## config.mk

```make
export PLATFORM = sky130hd
export DESIGN_NAME = riscv_alu_wb_buf
export DESIGN_NICKNAME = d
export VERILOG_FILES = /design/src/rtl/riscv_alu_wb_buf.sv
export SDC_FILE = /design/constraint.sdc
export NUM_CORES = 1
export LEC_CHECK = 0
export ABC_AREA = 1
export ABC_CLOCK_PERIOD_IN_PS = 3100
export CAP_MARGIN = 20
export CORE_ASPECT_RATIO = 1.75
export CORE_MARGIN = 2
export CORE_UTILIZATION = 55
export CTS_BUF_LIST = sky130_fd_sc_hd__clkbuf_2 sky130_fd_sc_hd__clkbuf_4 sky130_fd_sc_hd__clkbuf_8
export DETAILED_ROUTE_END_ITERATION = 12
export GPL_ROUTABILITY_DRIVEN = 0
export PLACE_DENSITY = 0.91
export SLEW_MARGIN = 15
export SYNTH_ARGS = -nofsm -noshare
export SYNTH_HDL_FRONTEND = slang
export SYNTH_SLANG_ARGS = --single-unit
```

## constraint.sdc

```tcl
create_clock -name clk_i -period 3.1 [get_ports clk_i]
set_input_delay 0.465 -clock clk_i [delete_from_list [all_inputs] [get_ports clk_i]]
set_output_delay 0.465 -clock clk_i [all_outputs]
set_load 0.05 [all_outputs]
```

## src/rtl/riscv_alu_wb_buf.sv

```systemverilog
// ---------------------------------------------------------------------------
// riscv_alu_wb_buf
//
// Two-entry writeback skid buffer between the execute-stage ALU and the
// register-file write port. ALU results (value + destination index) are
// accepted through a valid/ready handshake, held in order, and presented to
// the register file through a second valid/ready handshake. A combinational
// bypass lookup lets decode forward results that are still buffered.
//
// The storage is a shift pair: e0 is always the head, e1 the younger entry.
//
// Ports:
//   clk_i        clock, all state updates on the rising edge
//   rst_ni       asynchronous active-low reset
//   flush_i      discard all buffered entries and the same-cycle input
//   alu_valid_i  ALU result valid
//   alu_ready_o  buffer can accept (registered state only)
//   alu_p_i      ALU result value
//   alu_rd_i     destination register index (x0 results are consumed, dropped)
//   wb_valid_o   head entry valid
//   wb_ready_i   register file accepts the head entry
//   wb_rd_o      head destination index (0 when empty)
//   wb_value_o   head result value (0 when empty)
//   byp_rs_i     source index to look up
//   byp_hit_o    a buffered entry targets byp_rs_i
//   byp_value_o  value of the youngest matching entry (0 on miss)
//   count_o      occupancy, 0 to 2
// ---------------------------------------------------------------------------
module riscv_alu_wb_buf #(
   parameter int DEPTH = 2,
   parameter int XLEN  = 32
) (
   input  logic            clk_i,
   input  logic            rst_ni,
   input  logic            flush_i,
   input  logic            alu_valid_i,
   output logic            alu_ready_o,
   input  logic [XLEN-1:0] alu_p_i,
   input  logic [4:0]      alu_rd_i,
   output logic            wb_valid_o,
   input  logic            wb_ready_i,
   output logic [4:0]      wb_rd_o,
   output logic [XLEN-1:0] wb_value_o,
   input  logic [4:0]      byp_rs_i,
   output logic            byp_hit_o,
   output logic [XLEN-1:0] byp_value_o,
   output logic [1:0]      count_o
);

   localparam logic [1:0] FULL = 2'(DEPTH);

   logic [1:0]      cnt;
   logic [4:0]      e0_rd;
   logic [4:0]      e1_rd;
   logic [XLEN-1:0] e0_val;
   logic [XLEN-1:0] e1_val;
   logic            push;
   logic            pop;
   logic            hit0;
   logic            hit1;

   // Ready depends only on the registered count, so there is no path from
   // wb_ready_i or alu_valid_i back to the ALU.
   assign alu_ready_o = (cnt != FULL);
   assign wb_valid_o  = (cnt != 2'd0);
   assign count_o     = cnt;

   // x0 results complete the handshake but are never stored.
   assign push = alu_valid_i & alu_ready_o & (alu_rd_i != 5'd0) & ~flush_i;
   assign pop  = wb_valid_o & wb_ready_i & ~flush_i;

   // Stale entry contents survive a flush, so every output is qualified by
   // the count rather than trusting the storage to be zero.
   assign wb_rd_o    = wb_valid_o ? e0_rd  : 5'd0;
   assign wb_value_o = wb_valid_o ? e0_val : '0;

   // Bypass: the younger entry e1 wins over e0; x0 never hits.
   always_comb begin
      hit0        = (cnt != 2'd0) && (byp_rs_i != 5'd0) && (e0_rd == byp_rs_i);
      hit1        = (cnt == 2'd2) && (byp_rs_i != 5'd0) && (e1_rd == byp_rs_i);
      byp_hit_o   = hit0 | hit1;
      byp_value_o = '0;
      if (hit1)      byp_value_o = e1_val;
      else if (hit0) byp_value_o = e0_val;
   end

   // NOTE: sequential state is written with non-blocking assignments only, so
   // every branch below reads the pre-edge values of e0/e1/cnt.
   // NOTE: the two entries are tiny and the reset state requires them to read
   // 0, so the storage is reset along with the counter.
   always_ff @(posedge clk_i or negedge rst_ni) begin
      if (!rst_ni) begin
         cnt    <= 2'd0;
         e0_rd  <= 5'd0;
         e1_rd  <= 5'd0;
         e0_val <= '0;
         e1_val <= '0;
      end else if (flush_i) begin
         cnt <= 2'd0;
      end else begin
         unique case ({push, pop})
            2'b10: begin
               // Append at the tail: e0 when empty, otherwise e1.
               if (cnt == 2'd0) begin
                  e0_rd  <= alu_rd_i;
                  e0_val <= alu_p_i;
               end else begin
                  e1_rd  <= alu_rd_i;
                  e1_val <= alu_p_i;
               end
               cnt <= cnt + 2'd1;
            end
            2'b01: begin
               // Head leaves; the younger entry shifts into the head slot.
               e0_rd  <= e1_rd;
               e0_val <= e1_val;
               cnt    <= cnt - 2'd1;
            end
            2'b11: begin
               // Simultaneous pop and push: occupancy unchanged, order kept.
               if (cnt == 2'd2) begin
                  e0_rd  <= e1_rd;
                  e0_val <= e1_val;
                  e1_rd  <= alu_rd_i;
                  e1_val <= alu_p_i;
               end else begin
                  e0_rd  <= alu_rd_i;
                  e0_val <= alu_p_i;
               end
            end
            default: ;
         endcase
      end
   end

   // Overflow and underflow are excluded by the handshake; flag any breach.
   a_no_push_when_full : assert property (
      @(posedge clk_i) disable iff (!rst_ni) !(push && (cnt == FULL)));
   a_no_pop_when_empty : assert property (
      @(posedge clk_i) disable iff (!rst_ni) !(pop && (cnt == 2'd0)));
   a_cnt_in_range : assert property (
      @(posedge clk_i) disable iff (!rst_ni) (cnt <= FULL));

endmodule

```

---- Word level (Yosys, flattened, before mapping) ----
Index checks and enable logic that the tools add are counted.
storage, ports and cells
  word-level logic and storage cells ...... 55
  register bits ........................... 76
  input port bits ......................... 47
  output and inout bits ................... 74
operators by class
  muxes and demuxes ....................... 18
  eq/ne operators ......................... 10
  reductions and logical operators ........ 13
  add/subtract/negate cells ............... 2
  bitwise logic cells ..................... 7
operators by type and width
  operator               count
  $mux W32               7
  $pmux W32 S3           1
  $pmux W32 S2           1
  $mux W5                5
  $pmux W5 S3            1
  $eq A5 B5 Y1           2
  $pmux W5 S2            1
  $reduce_bool A5 Y1     2
  $ne A2 B2 Y1 const B   4
  $eq A2 B2 Y1 const B   3
  $reduce_bool A3 Y1     2
  $and A1 B1 Y1          5
  $logic_and A1 B1 Y1    4
  $pmux W2 S2            1
  $reduce_and A4 Y1      1
  $reduce_bool A2 Y1     2
  $reduce_and A3 Y1      1
  $add A2 B1 Y2 const B  1
  $eq A2 B1 Y1 const B   1
  $logic_not A2 Y1       1
  $mux W2                1
  $sub A2 B1 Y2 const B  1
  $not A1 Y1             1
  $or A1 B1 Y1           1

---- Longest topological paths before layout ----
  depth after elaboration ................. 7
  gate-level depth with buffers ........... 11
  mapped depth without buffers ............ 8

---- Worst setup path after synthesis ----
No wires, ideal clock.
  path type ............................... register -> output
  start point ............................. register cnt[0] (netlist: count_o[0])
  end point ............................... output port byp_hit_o
  cell stages (with the launch flop) ...... 7
  path slack .............................. 72 ps
  required time ........................... 2,635 ps
  path buffers ............................ 0
  data arrival time ....................... 2,563 ps
  cell sequence ........................... dfrtp_1 inv_2 nand2_2 nand2_1 nor2_2 nand2_2 o21ai_0
between the ends
  cells in the longest elaborated chain, start to end .. 4
  elaborated cells on any way between the ends .. 7
  classes of those cells .................. 1 x eq/ne; 1 x bitwise; 5 x reduce/logical
ends and longest elaborated chain
  what                              line  text
  from (decl)                       52    logic [1:0] cnt;
  from (signal assigned)            111   cnt <= cnt + 2'd1;
  from (signal assigned)            117   cnt <= cnt - 2'd1;
  $reduce_bool A2 Y1                --
  named net wb_valid_o              40    output logic wb_valid_o,
  $logic_and A1 B1 Y1 (2 in a row)  79    hit0 = (cnt != 2'd0) && (byp_rs_i != 5'd0) && (e0_rd == byp_rs_i);
  $or A1 B1 Y1                      81    byp_hit_o = hit0 | hit1;
  to (decl)                         45    output logic byp_hit_o,
The timed path passes the listed nets, and every way through them passes these cells.

---- Worst setup path in the final report ----
  start point ............................. register cnt[1] (netlist: count_o[1])
  end point ............................... output port byp_value_o[12]
between the ends
  cells in the longest elaborated chain, start to end .. 5
  elaborated cells on any way between the ends .. 8
  classes of those cells .................. 1 x eq/ne; 2 x mux; 5 x reduce/logical
ends and longest elaborated chain
  what                              line  text
  $reduce_bool A2 Y1                79
  $logic_and A1 B1 Y1 (2 in a row)  79
  $mux W32                          84    else if (hit0) byp_value_o = e0_val;
  $mux W32 *                        83    if (hit1) byp_value_o = e1_val;
  to (decl)                         46    output logic [XLEN-1:0] byp_value_o,
Mark *: on every way between the ends. The rest lies on a longest branch, timed or not.

==> key figures <==
Clocking
  – CTS tree: done
  – Clock tree sinks: 76
  – Worst skew pair latency: around 0.37 ns
  – H-tree levels: 3
  – Longest Clk Path Bufs: 2
  – Total CTS buffers: 9
  – Root Buffer: clkbuf_8
  – Post-cts resize count: 0
  – Clk slew on worst S/H paths: roughly 0.08 ns
  – Hold_buf cts: 0
  – Post-CTS setup buffer count: 0

Routing
  – Vias per cell: approximately 5.5
  – DRC errors left: 0
  – Post-DR wirelength/cell: about 15 um
  – Routed Antenna Nets: 0
  – DRT Pass-1 Iters: 5
  – Total number of vias: ~5,300
  – Total Wirelength: roughly 15 mm
  – DR iter-0 viols: ~580

Floorplan
  – Io pins: about 120
  – Initial Utilization: 0.5648
  – DIE AREA: 0.009705 mm2
  – Die height: roughly 130 um
  – Row Count: 45
  – Core area: approximately 0.0087 mm2
  – Chip width: approximately 75 um

Final layout
  – Layout area overhead: 27.21%
  – Diode count: 0
  – Final nets: 890
  – Finished Cell Area: just over 0.006 mm2
  – Share of layout cells above drive strength 1: 0.09788
  – Fill cells: 703

Run
  – Max Cap Violations: 0

GRT
  – Initial antenna violation count: 0
  – Vias in the first global route: around 5,300
  – Pin count of the biggest net entering global routing: 77
  – GRT Total Usage: 0.3142
  – Congestion Overflow GR: 0
  – Global-route wire length before repair: 23.59 mm

Critical path
  – Worst Path Arrival: approximately 2.4 ns
  – FF-to-FF setup slack: just over 0.8 ns
  – Worst Setup Start Kind: flip-flop
  – WS Path Type: reg2out
  – Worst endpoint required time: between 2 and 3 ns
  – Slowest-stage cell, CP: dfrtp_1
  – Critical path cell sequence: inv_4 > nor2_4 > nand4_2 > nor2_4 > buf_4 > nand3_1 > nand2_1 > buf_4
  – Slowest stage delay, CP: around 0.58 ns
  – Worst Setup End Kind: output port
  – CP max FO: 32

Status
  – Status: finished clean

Worst hold path
  – Min-delay worst type: in2async

STA
  – Setup_tns: 0 ns
  – Fmax: 344.9 MHz
  – Final Skew: approximately 0.008 ns
  – Fin crit share: 0.9354
  – Final setup vio count: 0
  – Final Slew Violations: 0
  – Rel. slew slack: 0.3412
  – Tmin final: approximately 2.9 ns
  – Final hold violations: 0
  – Hold_ws: 0.2241 ns
  – Least-Margin Pin Slew: approximately 0.99 ns
  – Unrepaired setup endpoints after global routing: no

Logic synthesis
  – Library cells used by synthesis: 23
  – Synth Instances: between 700 and 800
  – Seq cells post-synth: between 70 and 80
  – Post-synthesis cell area: ~0.0049 mm2
  – Mean Syn Cell Area: 6.547 um2
  – Register area share after synthesis: 0.3883
  – Yosys warning total: 0
  – Syn_nets: slightly below 800

Placed design
  – Post-DP HPWL: 9.845 mm
  – Port bufs: between 100 and 150
  – Placed Instance Area: 0.006033 mm2

Power
  – VDD IR max: 0.6912 mV
  – Leak: 0.003365 uW
  – Pwr Density: between 1000 and 1500 mW/mm2
==> flip-flops by register name, summed over array words and instances, names as in the netlist <==
signal   count
e1_val      32
e1_rd        5
e0_rd        5
e0_val      32
count_o      2
==> kinds of logic (layout without fill, tap and decap cells) <==
kind of cell              count (synthesis)  in the layout  synth area share
and+or+nand+nor                         450            450            0.4006
buffers and inverters                   155            255            0.1405
DFF                                      76             76            0.3883
AOI/OAI and AO/OA                        65             65           0.06694
xor gates and xnor gates                  2              2          0.003578
==> cell usage after synthesis (all sizes together) <==
cell type  count  area [um2]
nand2        218       833.3
nand3        120       605.6
inv          107       404.1
nor2          95       410.4
dfrtp         76        1902
o21ai         63       315.3
buf           39       250.2
nand4         17       112.6
clkbuf         9       33.78
xnor2          2       17.52
a21oi          1       5.000
o211ai         1       7.510
==> area by class of cell <==
| cell class | count | area [um2] | share of cell area |
|---|---|---|---|
| clock buffers | 10 | 131.4 | 0.02109 |
| flip-flops and latches | 76 | 1902 | 0.3053 |
| clock inverters | 6 | 65.06 | 0.01044 |
| inverters | 107 | 404.1 | 0.06487 |
| well taps | 117 | 146.4 | 0.02350 |
| multi-input cells | 517 | 2315 | 0.3716 |
| repair buffers | 132 | 1266 | 0.2033 |
==> per-layer routing <==
layer | track usage | vias to the layer above | part of all wire
li1 | - | 2521 | -
met3 | 0.04933 | 41 | 0.069
met4 | 0.1827 | 0 | 0.039
met5 | 0 | - | 0
met2 | 0.5396 | 276 | 0.53
met1 | 0.3555 | 2510 | 0.36
==> placed cells by master, fill, tap and decap left out, types with 9 or more instances in the layout <==
| master | netlist | final |
|---|---|---|
| clkbuf_8 | 0 | 9 |
| nor2_1 | 87 | 87 |
| o21ai_0 | 10 | 10 |
| nand2_1 | 212 | 211 |
| o21ai_1 | 53 | 53 |
| nand3_1 | 119 | 119 |
| buf_4 | 12 | 42 |
| nand4_1 | 16 | 16 |
| clkdlybuf4s50_1 | 0 | 85 |
| inv_1 | 104 | 104 |
| dfrtp_1 | 76 | 76 |
==> worst max-delay path, delay by kind of cell, from the launching register on <==
family / cells / cell delay, ns
AND/OR/NAND/NOR: 5 / 0.80
flip-flops: 1 / 0.58
buffers and inverters: 3 / 0.67
==> power breakdown <==
| group | internal (uW) | switching (uW) | total [uW] |
|---|---|---|---|
| Combinational | 1200 | 2590 | 3790 |
| Sequential | 1460 | 410 | 1870 |
| Clock | 381 | 393 | 773 |
==> final timing paths <==
check	start	end	cells after the start
worst max register to register	count_o[1]	e0_val[29]	7
worst max-delay path	count_o[1]	byp_value_o[12]	8
worst min-delay path	rst_ni	e1_val[25]	1
min in group clk_i	e1_val[19]	e1_val[19]	2
worst min register to register	e1_val[19]	e1_val[19]	2
max in group asynchronous	rst_ni	e0_val[28]	1
==> stage by stage <==
| stage | std cells | total power [uW] | worst slack (ns) | util |
|---|---|---|---|---|
| final | 965 | 6440 | 0.2002 | 0.7185 |
| after global routing | 965 | 6844 | 0.1266 | 0.7185 |
| after CTS | 965 | 6424 | 0.2558 | 0.7185 |
| after detailed placement | 949 | 5653 | 0.3609 | 0.6958 |
| after global placement | 949 | 5530 | 0.3866 | 0.6958 |
| after floorplan | 748 | 4475 | 0.07196 | - |
Note: power is estimated with default switching activity, not from simulation.
